==> src/rtl/cpu_dbg_pkg.sv <==
//------------------------------------------------------------------------------
// Module   : cpu_dbg_pkg
// Brief    : Shared types and constants for the core execution controller.
// Revision : 1.0 - initial release
//------------------------------------------------------------------------------
`default_nettype none

package cpu_dbg_pkg;

  typedef enum logic [1:0] {
    IDLE = 2'd0,
    STEP = 2'd1,
    RUN  = 2'd2,
    HALT = 2'd3
  } ctrl_state_t;

  // ARM "B ." : branch-to-self, the conventional end-of-program idiom
  localparam logic [31:0] HALT_SELF_LOOP = 32'hEAFFFFFE;

endpackage

`default_nettype wire

==> src/rtl/rate_divider.sv <==
//------------------------------------------------------------------------------
// Module   : rate_divider
// Brief    : Modulo-RUN_DIV counter producing a one-clock tick at RUN_DIV-1.
// Revision : 1.0 - initial release
//------------------------------------------------------------------------------
`default_nettype none

module rate_divider #(
  parameter int RUN_DIV = 25_000_000
) (
  input  logic clk,
  input  logic reset,
  input  logic clear,
  input  logic en,
  output logic tick
);

  localparam int                CW      = (RUN_DIV > 2) ? $clog2(RUN_DIV) : 1;
  localparam logic [CW-1:0]     C_LAST  = CW'(RUN_DIV - 1);

  logic [CW-1:0] r_count;
  logic          w_at_last;

  assign w_at_last = (r_count == C_LAST);
  assign tick      = en && !clear && w_at_last;

  always_ff @(posedge clk or negedge reset) begin
    if (!reset) begin
      r_count <= '0;
    end else if (clear) begin
      r_count <= '0;
    end else if (en) begin
      r_count <= w_at_last ? '0 : r_count + CW'(1);
    end
  end

endmodule

`default_nettype wire

==> src/rtl/cpu_step_ctrl.sv <==
//------------------------------------------------------------------------------
// Module   : cpu_step_ctrl
// Brief    : Step/run/breakpoint controller issuing a one-clock core enable.
// Revision : 1.0 - initial release
//------------------------------------------------------------------------------
`default_nettype none

module cpu_step_ctrl
  import cpu_dbg_pkg::*;
#(
  parameter int RUN_DIV = 25_000_000,
  parameter int CNT_W   = 16
) (
  input  logic              clk,
  input  logic              reset,
  input  logic              step_pulse,
  input  logic              run_pulse,
  input  logic              bp_en,
  input  logic [31:0]       bp_addr,
  input  logic [31:0]       pc,
  input  logic [31:0]       instr,
  output logic              cpu_en,
  output ctrl_state_t       state,
  output logic              halted,
  output logic [CNT_W-1:0]  instr_count
);

  ctrl_state_t      r_state;
  ctrl_state_t      w_next;
  logic             r_cpu_en;
  logic             r_skip_bp;
  logic [CNT_W-1:0] r_instr_count;

  logic             w_tick;
  logic             w_stop_bp;
  logic             w_stop_loop;
  logic             w_issue;
  logic             w_cpu_en_d;
  logic             w_skip_set;

  // Divider is held at zero outside RUN, so every entry starts a full period
  rate_divider #(
    .RUN_DIV (RUN_DIV)
  ) u_rate_divider (
    .clk   (clk),
    .reset (reset),
    .clear (r_state != RUN),
    .en    (r_state == RUN),
    .tick  (w_tick)
  );

  assign w_stop_bp   = bp_en && (pc == bp_addr) && !r_skip_bp;
  assign w_stop_loop = (instr == HALT_SELF_LOOP);

  always_comb begin
    w_next  = r_state;
    w_issue = 1'b0;
    case (r_state)
      IDLE, HALT: begin
        if (run_pulse) begin
          w_next = RUN;
        end else if (step_pulse) begin
          w_next = STEP;
        end
      end
      STEP: begin
        w_next = IDLE;
      end
      RUN: begin
        if (run_pulse) begin
          w_next = IDLE;
        end else if (w_tick) begin
          if (w_stop_bp || w_stop_loop) begin
            w_next = HALT;
          end else begin
            w_issue = 1'b1;
          end
        end
      end
      default: begin
        w_next = IDLE;
      end
    endcase
  end

  // Enable is registered: it is high during the STEP clock or the clock after a RUN issue
  assign w_cpu_en_d = (w_next == STEP) || w_issue;
  assign w_skip_set = ((r_state == IDLE) || (r_state == HALT)) &&
                      ((w_next == STEP) || (w_next == RUN));

  always_ff @(posedge clk or negedge reset) begin
    if (!reset) begin
      r_state       <= IDLE;
      r_cpu_en      <= 1'b0;
      r_skip_bp     <= 1'b0;
      r_instr_count <= '0;
    end else begin
      r_state       <= w_next;
      r_cpu_en      <= w_cpu_en_d;
      r_instr_count <= r_instr_count + CNT_W'(r_cpu_en);
      if (w_skip_set) begin
        r_skip_bp <= 1'b1;
      end else if (r_cpu_en) begin
        r_skip_bp <= 1'b0;
      end
    end
  end

  assign cpu_en      = r_cpu_en;
  assign state       = r_state;
  assign halted      = (r_state == HALT);
  assign instr_count = r_instr_count;

endmodule

`default_nettype wire

==> config.mk <==
export PLATFORM = sky130hd
export DESIGN_NAME = cpu_step_ctrl
export DESIGN_NICKNAME = d
export VERILOG_FILES = /design/src/rtl/cpu_dbg_pkg.sv /design/src/rtl/rate_divider.sv /design/src/rtl/cpu_step_ctrl.sv
export SDC_FILE = /design/constraint.sdc
export NUM_CORES = 1
export LEC_CHECK = 0
export ABC_AREA = 1
export BUFFER_PORTS_ARGS = -buffer_cell sky130_fd_sc_hd__clkbuf_2
export CAP_MARGIN = 20
export CORE_UTILIZATION = 25
export CTS_CLUSTER_DIAMETER = 40
export DETAILED_ROUTE_END_ITERATION = 8
export SYNTH_ARGS = -nofsm -noshare
export SYNTH_HDL_FRONTEND = slang
export SYNTH_SLANG_ARGS = --single-unit
==> constraint.sdc <==
create_clock -name clk -period 2.6 [get_ports clk]
set_input_delay 0.13 -clock clk [delete_from_list [all_inputs] [get_ports clk]]
set_output_delay 0.13 -clock clk [all_outputs]
set_load 0.005 [all_outputs]
# Yosys cells after proc, flatten, opt, wreduce, memory -nomap -nowiden
# Index checks and enable logic that the tools add are counted.
# totals
reg_bits,45
in_bits,101
output_inout_bits,20
# classes
addsub,2
eq_ne,9
muxes,15
reduce_logical,15
# ops
operator,n
$mux 25,3
$eq 32x32->1,1
$eq 32x32->1 const B,1
$add 25x1->25 const B,1
$eq 25x25->1 const B,1
$add 16x1->16,1
$mux 2,5
$eq 2x2->1 const B,3
$mux 1,6
$pmux 2 s3,1
$logic_and 1x1->1,5
$eq 2x1->1 const B,2
$logic_or 1x1->1,4
$reduce_bool 2->1,2
$logic_not 1->1,2
$logic_not 2->1,1
$ne 2x2->1 const B,1
$reduce_or 2->1,1

# Longest topological paths before layout
# logic_depth
word_depth,12
depth_mapped,16
mapped_depth_nobuf,16

# Modules after synthesis
# A second synthesis with hierarchy kept.
# hier_totals
cells_unflattened,465
area_unflattened_um2,3286.9
# by_module_without_submodules
module,instances,cells_per_inst,area_per_inst_um2
cpu_step_ctrl,1,247,1674.1
rate_divider,1,218,1612.8

# Least setup slack after synthesis
# OpenSTA, ideal clock, no wires.
# synth_timing
path_kind,flip-flop to flip-flop
start,reg u_rate_divider.r_count[0]
end,reg r_skip_bp
setup_ps,82
arrival_time_ps,1732
required_time_ps,2518
setup_slack_ps,786
path_stages_with_launch,13
cell_sequence,dfrtp_1 -> ha_1 -> nand2_1 -> nor2_4 -> nand3_2 -> inv_1 -> nand3_2 -> nor2_1 -> nand2_1 -> nand2_1 -> a21oi_1 -> ha_1 -> o22ai_1
# synth_via
elab_chain_cells,9
word_cells_on_any_way,11
classes_between,eq/ne: 3; mux: 4; reduce/logical: 4
# synth_rtl
item,line_no,text
from (decl),rate_divider.sv:21,logic [CW-1:0] r_count;
from (signal assigned),rate_divider.sv:33,r_count <= w_at_last ? '0 : r_count + CW'(1);
$eq 25x25->1 *,rate_divider.sv:24,assign w_at_last = (r_count == C_LAST);
$logic_and 1x1->1 *,rate_divider.sv:25,assign tick = en && !clear && w_at_last;
$mux 2 *,cpu_step_ctrl.sv:72,end else if (w_tick) begin
$mux 2 *,cpu_step_ctrl.sv:70,if (run_pulse) begin
$pmux 2 s3 *,cpu_step_ctrl.sv:58,case (r_state)
$eq 2x1->1 or $eq 2x2->1 (tied branches),cpu_step_ctrl.sv:89,((w_next == STEP) || (w_next == RUN));
$logic_or 1x1->1 *,cpu_step_ctrl.sv:89,
$logic_and 1x1->1 *,cpu_step_ctrl.sv:88,assign w_skip_set = ((r_state == IDLE) || (r_state == HALT)) &&
$mux 1 or $reduce_bool 2->1 (tied branches),-,
to (signal assigned),cpu_step_ctrl.sv:95,r_skip_bp <= 1'b0;
to (signal assigned),cpu_step_ctrl.sv:102,r_skip_bp <= 1'b1;
to (signal assigned),cpu_step_ctrl.sv:104,r_skip_bp <= 1'b0;
to (decl),cpu_step_ctrl.sv:31,logic r_skip_bp;
# Every way passes the cells marked *; elsewhere a longest branch is shown, timed or not.
# A chain may end at the register's enable or synchronous reset.

# Final worst setup path
# layout_timing
start,reg u_rate_divider.r_count[0]
end,reg r_skip_bp
# layout_via
elab_chain_cells,9
word_cells_on_any_way,11
classes_between,eq/ne: 3; mux: 4; reduce/logical: 4
# layout_rtl
item,line_no,text
$eq 25x25->1 *,rate_divider.sv:24,
$logic_and 1x1->1 *,rate_divider.sv:25,
$mux 2 *,cpu_step_ctrl.sv:72,
$mux 2 *,cpu_step_ctrl.sv:70,
$pmux 2 s3 *,cpu_step_ctrl.sv:58,
named net w_next[0],cpu_step_ctrl.sv:29,ctrl_state_t w_next;
$eq 2x1->1 or $eq 2x2->1 (tied branches),cpu_step_ctrl.sv:89,
$logic_or 1x1->1 *,cpu_step_ctrl.sv:89,
$logic_and 1x1->1 *,cpu_step_ctrl.sv:88,
$mux 1 or $reduce_bool 2->1 (tied branches),-,
# The timed path passes the listed nets; every way through them passes the cells marked *.

==> results.cfg <==
[cells_and_area]
fin_cells = 663
nNetsFinal = 627
fill_cells = 1183
fin_area_um2 = 3910
syn2layout_area_growth_pct = 32.25
final_layout_size_suffix_gt1_share_pct = 31.54
diodes = 0
regArea_um2 = 1126
multiInputGateArea_um2 = 1550

[pwr]
p_comb_share_pct = 27.3
p_seq_share_pct = 40.1
switching_share_pct = 30.64
cellLeakagePower_nw = 2.016
power.total_mw = 2.128
irDropWorstVdd_uv = 221.1
clockPowerShare_pct = 32.5
intPower_mw = 1.476
p_per_area_nw_per_um2 = 544.2
p_switching_mw = 0.6519

[worst_setup_path]
cp.required_ps = 2810
crit_top_cell = nand2_1
crit_path_top_delay_cell = dfrtp_1
crit_chain = ha_1, nand2_1, nor2_4, nand3_2, inv_1, nand3_2, nor2_1, nand2_1, nand2_1, nand2_1, nand2_1, ha_1, o22ai_1
max_stage_delay_ps = 370
critical_path_class = reg2reg
critPathCaptureType = flip-flop
critPathLaunchType = flip-flop
cp.arrival_ps = 2220
worstPathMaxFanout = 3

[global_routing]
grt_pass1_vias = 2827
antenna_found_initial = 0
gr-total-overflow = 0
grt_use_total_pct = 12.25
grt_start_max_net_pins = 30
grt_pass1_wl_um = 12560

[synth]
ys_seq_area_share_pct = 38.09
yosys.cell_count.top_type = nand2_1
ys.flop_type = dfrtp_1
synth.distinct_cells = 37
synth_edf_count = 0
syn_nets = 498
ys_top_cells_by_area = dfrtp_1 38%, nand2_1 10%, inv_1 8.1%
yosysWarnings = 0
synth_common_cells = 82 x nand2_1, 64 x inv_1, 48 x nor2_1
postSynthAreaPerCell_um2 = 7.562
ys_seq_elements = 45
yosysTopAreaCellShare_pct = 38.09
synthCells = 391
synthArstFlopShare_pct = 100.0
netlist_area_um2 = 2957
synth_top_cell_by_area = dfrtp_1

[cts]
cts_tree = built
cts_num_sinks = 45
cts_buffers = 5
clock_latency_ps = 280
clock_path_buffers = 2
cts_max_level = 2
cts.clk_slew.worst_paths_ps = 60
cts-root-buf = clkbuf_16

[timing]
worst_pin_slew_ps = 748.3
max_freq_mhz = 497.5
period_share_pct = 77.30
tns_ps = 0
drv_slew = 0
finalHoldViolCount = 0
rsz0062_at_grt = no
setup_viol = 0
layout_min_cycle_time_ps = 2010
whs_ps = 168.9
slew_headroom_pct = 50.11
fin_worst_skew_ps = 6.266

[route]
viasPerCell = 4.362
dr.pass1.iters = 4
vias = 2892
antenna_left = 0
wl_per_cell_um = 10.83
drt_iter0_markers = 115
route.detailed.drc = 0
wirelength_um = 7179

[hold_path]
min_path_type = in2reg

[floorplan]
start_util_pct = 25.78
die_area_um2 = 12270
die_y_um = 110.8
rows = 39
ios = 121
core_um2 = 11470
dieWidth_um = 110.8

[placed_design]
dpl.hpwl_um = 5980
post_dp_cell_area_um2 = 3740
port_buffers = 120
dp_cells = 655
place_congestion = 0.8945

[run]
drv_cap = 0

[status]
status = complete, no violations
-- stage by stage --
| stage | setup slack [ps] | util [%] |
|---|---|---|
| 5_1_grt | 403.4 | 34.10 |
| 3_5_place_dp | 609.3 | 32.61 |
| 2_1_floorplan | 785.8 | - |
| 6_report | 590.1 | 34.10 |
| 4_1_cts | 596.7 | 34.10 |
| 3_3_place_gp | 681.4 | 32.61 |
-- flip-flops by register name (all words and copies together) (netlist names) --
name,cells
u_rate_divider.r_count,25
instr_count,16
state,2
cpu_en,1
r_skip_bp,1
-- power groups by stage --
stage / clock network (mW) / logic [mW] / registers [mW]
final: 0.692 / 0.582 / 0.854
after global routing: 0.731 / 0.664 / 0.867
after CTS: 0.708 / 0.591 / 0.856
after detailed placement: 0 / 0.589 / 0.867
after global placement: 0 / 0.572 / 0.859
after floorplan: 0 / 0.355 / 0.853
-- worst max-delay path: cells and delay by family (launching register included) --
family                     cells  cell delay [ps]
buffers and inverters          1              110
and+or+nand+nor                9              850
AOI/OAI and AO/OA              1              170
DFF                            1              370
adders and majority gates      2              410
-- what timing repair did --
action | in CTS | in global routing
resized for setup | 0 | 0
hold buffers | 1 | 0
endpoints found under the hold margin | 27 | 0
buffers inserted | 0 | 0
-- final cells by class --
cell class / instances / area share (%)
multi-input cells: 274 / 39.65
flip-flops and latches: 45 / 28.80
repair buffers: 123 / 16.00
inverters: 71 / 6.880
well taps: 143 / 4.576
clock buffers: 5 / 3.200
clock inverters: 2 / 0.8960
-- routing by layer --
metal | track usage [%] | share of wire, % | vias to the layer above
li1 | - | - | 1500
met2 | 21.24 | 50 | 84
met5 | 0 | 0 | -
met3 | 2.570 | 4.5 | 13
met1 | 14.76 | 44 | 1295
met4 | 4.800 | 1.9 | 0
-- cells by family (layout without fill, tap and decap cells) --
kind of cell	count (synthesis)	after routing	share of synthesized area, %
and+or+nand+nor	198	198	32.92
adders and majority gates	6	6	2.539
AOI/OAI and AO/OA	39	39	7.787
buffers and inverters	72	201	9.480
DFF	45	45	38.09
xor gates and xnor gates	31	31	9.183
-- path summary, 6_finish.rpt --
path / cells past startpoint / end / slack (ps) / startpoint
setup / recovery: 13 / r_skip_bp$_DFFE_PN0P_ / 590 / u_rate_divider.r_count[0]$_DFF_PN0_
hold / removal: 4 / state[1]$_DFF_PN0_ / 170 / run_pulse
setup reg to reg: 13 / r_skip_bp$_DFFE_PN0P_ / 590 / u_rate_divider.r_count[0]$_DFF_PN0_
hold reg to reg: 1 / u_rate_divider.r_count[0]$_DFF_PN0_ / 470 / u_rate_divider.r_count[0]$_DFF_PN0_
max in group asynchronous: 3 / instr_count[1]$_DFF_PN0_ / 1510 / reset
min in group asynchronous: 2 / r_skip_bp$_DFFE_PN0P_ / 470 / reset
-- cell usage in the layout (no fill, tap or decap), types with 2 or more instances in the layout --
cell type  count
clkbuf_2     120
nand2_1       82
inv_1         64
nor2_1        48
dfrtp_1       45
nand3_1       17
xnor2_1       16
xor2_1        15
nand4_1       15
a21oi_1       14
nor3_1        11
o21ai_0       10
o21ai_2        6
ha_1           6
inv_2          5
clkbuf_16      5
nand3_2        4
nor2_4         4
a31oi_1        4
nand2_2        3
o22ai_1        2
nand2_4        2
nor2_2         2
buf_4          2
No activity file was read; power rests on OpenSTA's default activity.
